`src/rtl/mii_tx_arbiter.sv`:
```
// Round-robin MII transmit arbiter: wraps granted source frames in
// START/EOF, pads short frames, truncates long ones, inserts fixed IPG.
module mii_tx_arbiter #(
  parameter int NUM_SRC = 4,
  parameter int DATA_WIDTH = 64,
  parameter int CTRL_WIDTH = 8,
  parameter int MIN_WORDS = 5,
  parameter int MAX_WORDS = 17,
  parameter int IPG_WORDS = 2,
  parameter logic [7:0] IDLE_CODE = 8'h07,
  parameter logic [7:0] START_CODE = 8'hFB,
  parameter logic [7:0] EOF_CODE = 8'hFD,
  parameter logic [7:0] PAD_BYTE = 8'h00
) (
  input  logic clk,
  input  logic i_rst,
  input  logic i_enable,
  input  logic [NUM_SRC*DATA_WIDTH-1:0] i_src_data,
  input  logic [NUM_SRC-1:0] i_src_valid,
  input  logic [NUM_SRC-1:0] i_src_last,
  output logic [NUM_SRC-1:0] o_src_ready,
  output logic [DATA_WIDTH-1:0] o_tx_data,
  output logic [CTRL_WIDTH-1:0] o_tx_ctrl,
  output logic [NUM_SRC-1:0] o_grant,
  output logic o_frame_done,
  output logic o_trunc,
  output logic o_underrun
);
  localparam int NB = DATA_WIDTH / 8;
  localparam int WW = $clog2(MAX_WORDS + 1);
  localparam int IW = $clog2(IPG_WORDS + 1);
  localparam int PW = (NUM_SRC > 1) ? $clog2(NUM_SRC) : 1;

  localparam logic [DATA_WIDTH-1:0] W_IDLE = {NB{IDLE_CODE}};
  localparam logic [DATA_WIDTH-1:0] W_START =
    {{(NB-1){IDLE_CODE}}, START_CODE};
  localparam logic [DATA_WIDTH-1:0] W_EOF =
    {EOF_CODE, {(NB-1){IDLE_CODE}}};
  localparam logic [DATA_WIDTH-1:0] W_PAD = {NB{PAD_BYTE}};
  localparam logic [CTRL_WIDTH-1:0] C_CTL = '1;
  localparam logic [WW-1:0] MIN_W = WW'(MIN_WORDS);
  localparam logic [WW-1:0] MAX_W = WW'(MAX_WORDS);
  localparam logic [IW-1:0] IPG_W = IW'(IPG_WORDS);

  typedef enum logic [2:0] {
    S_IDLE, S_DATA, S_PAD, S_EOF, S_IPG, S_DRAIN
  } state_t;

  state_t state_q, state_d;
  logic [PW-1:0] ptr_q, ptr_d;
  logic [PW-1:0] gidx_q, gidx_d;
  logic [NUM_SRC-1:0] grant_q, grant_d;
  logic [WW-1:0] cnt_q, cnt_d;
  logic [IW-1:0] ipg_q, ipg_d;
  logic trunc_q, trunc_d;
  logic [DATA_WIDTH-1:0] data_q, data_d;
  logic [CTRL_WIDTH-1:0] ctrl_q, ctrl_d;
  logic done_q, done_d;
  logic trp_q, trp_d;
  logic und_q, und_d;

  logic req_any;
  logic [PW-1:0] win;
  logic sel_valid, sel_last;
  logic [DATA_WIDTH-1:0] sel_data;
  logic [WW-1:0] cnt_inc;
  logic [IW-1:0] ipg_inc;

  function automatic logic [PW-1:0] wrap_add(
    input logic [PW-1:0] a, input int b);
    int t;
    t = int'(a) + b;
    if (t >= NUM_SRC) t = t - NUM_SRC;
    return t[PW-1:0];
  endfunction

  // highest offset first so the nearest requester wins last
  always_comb begin
    req_any = 1'b0;
    win = '0;
    for (int k = NUM_SRC - 1; k >= 0; k--) begin
      if (i_src_valid[wrap_add(ptr_q, k)]) begin
        req_any = 1'b1;
        win = wrap_add(ptr_q, k);
      end
    end
  end

  assign sel_valid = i_src_valid[gidx_q];
  assign sel_last = i_src_last[gidx_q];
  assign sel_data = i_src_data[gidx_q*DATA_WIDTH +: DATA_WIDTH];
  assign cnt_inc = cnt_q + WW'(1);
  assign ipg_inc = (ipg_q == IPG_W) ? ipg_q : ipg_q + IW'(1);

  // truncated frames keep draining through the EOF cycle
  assign o_src_ready =
    (state_q == S_DATA || state_q == S_DRAIN ||
     (state_q == S_EOF && trunc_q)) ? grant_q : '0;

  always_comb begin
    state_d = state_q;
    ptr_d = ptr_q;
    gidx_d = gidx_q;
    grant_d = grant_q;
    cnt_d = cnt_q;
    ipg_d = ipg_q;
    trunc_d = trunc_q;
    data_d = W_IDLE;
    ctrl_d = C_CTL;
    done_d = 1'b0;
    trp_d = 1'b0;
    und_d = 1'b0;
    unique case (state_q)
      S_IDLE: begin
        if (i_enable && req_any) begin
          data_d = W_START;
          grant_d = NUM_SRC'(1) << win;
          gidx_d = win;
          ptr_d = wrap_add(win, 1);
          cnt_d = '0;
          trunc_d = 1'b0;
          state_d = S_DATA;
        end
      end
      S_DATA: begin
        if (sel_valid) begin
          data_d = sel_data;
          ctrl_d = '0;
          cnt_d = cnt_inc;
          if (sel_last) begin
            state_d = (cnt_inc >= MIN_W) ? S_EOF : S_PAD;
          end else if (cnt_inc == MAX_W) begin
            trunc_d = 1'b1;
            state_d = S_EOF;
          end
        end else begin
          data_d = W_EOF;
          done_d = 1'b1;
          und_d = 1'b1;
          ipg_d = '0;
          state_d = S_DRAIN;
        end
      end
      S_PAD: begin
        data_d = W_PAD;
        ctrl_d = '0;
        cnt_d = cnt_inc;
        if (cnt_inc >= MIN_W) state_d = S_EOF;
      end
      S_EOF: begin
        data_d = W_EOF;
        done_d = 1'b1;
        trp_d = trunc_q;
        ipg_d = '0;
        trunc_d = 1'b0;
        if (trunc_q && !(sel_valid && sel_last)) state_d = S_DRAIN;
        else state_d = S_IPG;
      end
      S_DRAIN: begin
        ipg_d = ipg_inc;
        if (sel_valid && sel_last) begin
          if (ipg_inc >= IPG_W) begin
            grant_d = '0;
            state_d = S_IDLE;
          end else begin
            state_d = S_IPG;
          end
        end
      end
      S_IPG: begin
        ipg_d = ipg_inc;
        if (ipg_inc >= IPG_W) begin
          grant_d = '0;
          state_d = S_IDLE;
        end
      end
      default: state_d = S_IDLE;
    endcase
  end

  always_ff @(posedge clk or posedge i_rst) begin
    if (i_rst) begin
      state_q <= S_IDLE;
      ptr_q <= '0;
      gidx_q <= '0;
      grant_q <= '0;
      cnt_q <= '0;
      ipg_q <= '0;
      trunc_q <= 1'b0;
      data_q <= W_IDLE;
      ctrl_q <= C_CTL;
      done_q <= 1'b0;
      trp_q <= 1'b0;
      und_q <= 1'b0;
    end else begin
      state_q <= state_d;
      ptr_q <= ptr_d;
      gidx_q <= gidx_d;
      grant_q <= grant_d;
      cnt_q <= cnt_d;
      ipg_q <= ipg_d;
      trunc_q <= trunc_d;
      data_q <= data_d;
      ctrl_q <= ctrl_d;
      done_q <= done_d;
      trp_q <= trp_d;
      und_q <= und_d;
    end
  end

  assign o_tx_data = data_q;
  assign o_tx_ctrl = ctrl_q;
  assign o_grant = grant_q;
  assign o_frame_done = done_q;
  assign o_trunc = trp_q;
  assign o_underrun = und_q;
endmodule
```
`config.mk`:
```
export PLATFORM = sky130hd
export DESIGN_NAME = mii_tx_arbiter
export DESIGN_NICKNAME = d
export VERILOG_FILES = /design/src/rtl/mii_tx_arbiter.sv
export SDC_FILE = /design/constraint.sdc
export NUM_CORES = 1
export LEC_CHECK = 0
export ABC_CLOCK_PERIOD_IN_PS = 3000
export CAP_MARGIN = 10
export CORE_AREA = 4 4 132 134
export CTS_BUF_LIST = sky130_fd_sc_hd__clkbuf_4 sky130_fd_sc_hd__clkbuf_8 sky130_fd_sc_hd__clkbuf_16
export DETAILED_ROUTE_END_ITERATION = 8
export DIE_AREA = 0 0 136 138
export PLACE_DENSITY = 0.73
export SLEW_MARGIN = 0
export SYNTH_ARGS = -nofsm -noshare
export SYNTH_HDL_FRONTEND = slang
export SYNTH_SLANG_ARGS = --single-unit
export TNS_END_PERCENT = 50
```
`constraint.sdc`:
```
create_clock -name clk -period 3 [get_ports clk]
set_input_delay 0.45 -clock clk [delete_from_list [all_inputs] [get_ports clk]]
set_output_delay 0.45 -clock clk [all_outputs]
set_load 0.01 [all_outputs]
```
==> flow_metrics.py, run 1 <==
metrics = {
    "clock_tree": {
        "clk_path_buf_depth": 2,
        "htree_levels": 3,
        "cts_sinks": 87,
        "cts-hold-fix-buffers": 0,
        "post-cts-setup-buffer-count": 0,
        "cts-root-buf": "clkbuf_16",
        "clk_latency_ps": 340,
        "cts_made_buffers": 9,
        "cts_resized": 0,
        "clkSlewWorstSetupHoldPaths_ps": 60,
        "cts_tree": "yes",
    },
    "timing": {
        "relSlewSlack_pct": 30.7,
        "finalCritPeriodShare_pct": 86.5,
        "tns_ps": 0,
        "hold_violations": 0,
        "fmax_ghz": 0.385,
        "tightest_slew_ps": 1030,
        "report.final.setup_viol": 0,
        "fin_crit_ps": 2600,
        "rsz0062_at_grt": "no",
        "skew_ps": 9.05,
        "drv_slew": 0,
    },
    "power_and_ir_drop": {
        "p_int_mw": 4.23,
        "pwr-share-comb_pct": 55.6,
        "power_density_nw_per_um2": 734,
        "power_frac_clock_pct": 15.7,
        "seqPwrFrac_pct": 28.7,
        "p_sw_share_pct": 36.4,
        "p_leak_nw": 3.67,
        "ir_drop_mv": 0.321,
        "p_sw_mw": 2.42,
    },
    "synth": {
        "synth_top_family_by_area": "multiplexers",
        "synthCells": 419,
        "synth-warning-count": 0,
        "synthAdderAreaFrac_pct": 1.71,
        "synth_seq_area_share_pct": 43.1,
        "synthMuxAreaShare_pct": 29.0,
        "synth-xor-area-share_pct": 0.171,
        "synth_seq_cells": 87,
        "synth.avg_cell_area_um2": 12.2,
        "yosysUniqueCellTypes": 43,
        "synthSimpleGateAreaFrac_pct": 13.9,
        "synth_fp_nets": 693,
        "synthesis.area_um2": 5120,
        "synth_compound_area_share_pct": 6.18,
    },
    "place": {
        "port-buffer-count": 349,
        "place_area_um2": 8780,
        "hpwl_um": 16600,
        "finalWeightedCongestion": 0.917,
    },
    "global_route": {
        "grt_pass1_vias": 5312,
        "grt_max_degree": 54,
        "grt_pass1_wl_um": 30000,
        "gr-total-overflow": 0,
        "antenna_found_initial": 1,
        "track_usage_pct": 20.9,
    },
    "finish": {
        "layout_common_cells": "clkdlybuf4s50_1, nand2_1, mux4_2",
        "num_antenna_cells": 0,
        "nFillCells": 1379,
        "nets": 1025,
        "final_cell_area_um2": 9060,
        "final_common_cell": "clkdlybuf4s50_1",
        "drive_above_1_share_pct": 16.5,
        "area_growth_pct": 76.9,
    },
    "route": {
        "drtAntennaViolNets": 0,
        "routedWlPerCell_um": 20.1,
        "drtIter0Drc": 196,
        "dr.pass1.iters": 4,
        "via_per_inst": 4.93,
        "vias": 4811,
        "routed_wl_um": 19600,
        "drc": 0,
    },
    "run_status": {
        "status": "finished clean",
    },
    "critical_path": {
        "critPathRequiredTime_ps": 2550,
        "worstPathMaxFanout": 11,
        "worstSetupPathType": "flip-flop to output pin",
        "crit_path_end_kind": "output pin",
        "start_kind": "flip-flop",
        "cp.arrival_ps": 2150,
    },
    "die": {
        "top_level_ports": 350,
        "rows": 47,
        "initial_utilization_pct": 31.4,
        "fp.coreArea_um2": 16300,
        "fp.dieW_um": 136,
        "die_area_um2": 18800,
        "dieHeight_um": 138,
    },
    "min_path": {
        "hold_path.class": "flip-flop to flip-flop",
    },
    "job": {
        "cap_violations": 0,
    },
}
## final cells by class
class	instances	area (µm²)	share of cell area [%]
Timing Repair Buffer	359	3580	39.5
Multi-Input combinational cell	269	2610	28.8
Sequential cell	87	2210	24.4
Tap cell	220	275	3.04
Clock buffer	13	262	2.89
Inverter	25	95.1	1.05
Clock inverter	3	18.8	0.207
## cell families after synthesis
group                      after synthesis
AOI/OAI and AO/OA                       47
xor gates and xnor gates                 1
muxes                                   66
DFF                                     87
adders and majority gates                7
and+or+nand+nor                        148
buffers and inverters                   63
## cells in the mapped netlist
library cell	count	area share, %
a21o_1	3	0.44
and3_1	31	3.8
inv_2	1	0.073
and2_1	3	0.37
nand2_4	1	0.22
o21ai_0	16	1.6
dfstp_2	25	13
o2bb2ai_4	1	0.54
nand4_1	2	0.24
inv_1	23	1.7
o22ai_1	3	0.37
o21bai_1	1	0.15
a21oi_1	9	0.88
dfrtp_1	62	30
nor2_1	12	0.88
nand2b_1	3	0.37
o221ai_1	1	0.17
nor3_1	5	0.49
ha_1	7	1.7
xor2_1	1	0.17
a32oi_1	1	0.17
nor2b_1	2	0.24
nor4_1	3	0.37
nor3b_4	1	0.37
a22o_1	1	0.17
a211o_1	1	0.17
buf_6	2	0.44
a221oi_1	1	0.17
nand2_1	75	5.5
clkbuf_1	12	0.88
o41ai_1	1	0.17
mux4_2	66	29
buf_4	10	1.5
clkinv_1	1	0.073
buf_1	5	0.37
a32o_1	1	0.20
a2111oi_2	1	0.29
o31ai_1	3	0.44
nor3b_1	1	0.15
buf_2	9	0.88
or4_1	1	0.15
nand3_1	8	0.78
o21ai_1	3	0.29
## registers in the layout, summed over array words and instances, names as in the netlist
name / flops
o_underrun: 1
ipg_q: 2
o_grant: 4
cnt_q: 5
o_tx_ctrl: 1
o_frame_done: 1
state_q: 3
trunc_q: 1
o_trunc: 1
ptr_q: 2
gidx_q: 2
o_tx_data: 64
## layer usage
| layer | part of all wire, % | track usage [%] |
|---|---|---|
| met1 | 36 | 23.8 |
| met2 | 56 | 38.6 |
| met3 | 5.8 | 4.58 |
| met4 | 1.8 | 6.58 |
| met5 | 0.066 | 0 |
## worst paths after layout
check	from	endpoint	slack, ps	cells past startpoint
worst max-delay path	state_q[2]	o_src_ready[1]	400	4
worst min-delay path	ipg_q[1]	ipg_q[1]	540	2
worst max register to register	gidx_q[0]	cnt_q[2]	840	5
worst min register to register	ipg_q[1]	ipg_q[1]	540	2
max in group asynchronous	i_rst	o_tx_data[1]	1760	3
min in group asynchronous	i_rst	o_trunc	550	2
## critical path, stage by stage (launching register included)
cell             delay, ps
dfrtp_1                610
inv_1                  190
a21oi_1                400
nor3_1                 100
clkdlybuf4s50_1        500
## power by group through the flow
stage          combinational (mW)  sequential [mW]  clock [mW]
3_5_place_dp                 3.74             1.94           0
5_1_grt                      4.01             1.97        1.13
3_3_place_gp                 3.65             1.93           0
4_1_cts                      3.75             1.92        1.08
2_1_floorplan                2.14             1.97           0
6_report                     3.70             1.91        1.04
## stage by stage
stage	hold WS (ps)	instances	worst slack, ps	utilization [%]	power [mW]
3_5_place_dp	525	960	435	53.9	5.68
6_report	538	976	404	55.6	6.65
2_1_floorplan	506	419	341	-	4.11
3_3_place_gp	524	960	540	53.9	5.58
4_1_cts	540	976	397	55.6	6.75
5_1_grt	580	976	208	55.6	7.12
Note: power is estimated with default switching activity, not from simulation.
==> run 2, diff against run 1 <==
--- a/config.mk
+++ b/config.mk
@@ -11,6 +11,7 @@
 export CTS_BUF_LIST = sky130_fd_sc_hd__clkbuf_4 sky130_fd_sc_hd__clkbuf_8 sky130_fd_sc_hd__clkbuf_16
 export DETAILED_ROUTE_END_ITERATION = 8
 export DIE_AREA = 0 0 136 138
+export GPL_TIMING_DRIVEN = 1
 export PLACE_DENSITY = 0.73
 export SLEW_MARGIN = 0
 export SYNTH_ARGS = -nofsm -noshare
==> results of run 2 <==
No change in the layout: final DEF, timing and power equal those of run 1.
==> run 3, diff against run 2 <==
--- a/config.mk
+++ b/config.mk
@@ -9,6 +9,7 @@
 export CAP_MARGIN = 10
 export CORE_AREA = 4 4 132 134
 export CTS_BUF_LIST = sky130_fd_sc_hd__clkbuf_4 sky130_fd_sc_hd__clkbuf_8 sky130_fd_sc_hd__clkbuf_16
+export CTS_CLUSTER_DIAMETER = 100
 export DETAILED_ROUTE_END_ITERATION = 8
 export DIE_AREA = 0 0 136 138
 export GPL_TIMING_DRIVEN = 1
==> results of run 3 <==
No change in the layout: final DEF, timing and power equal those of run 1.
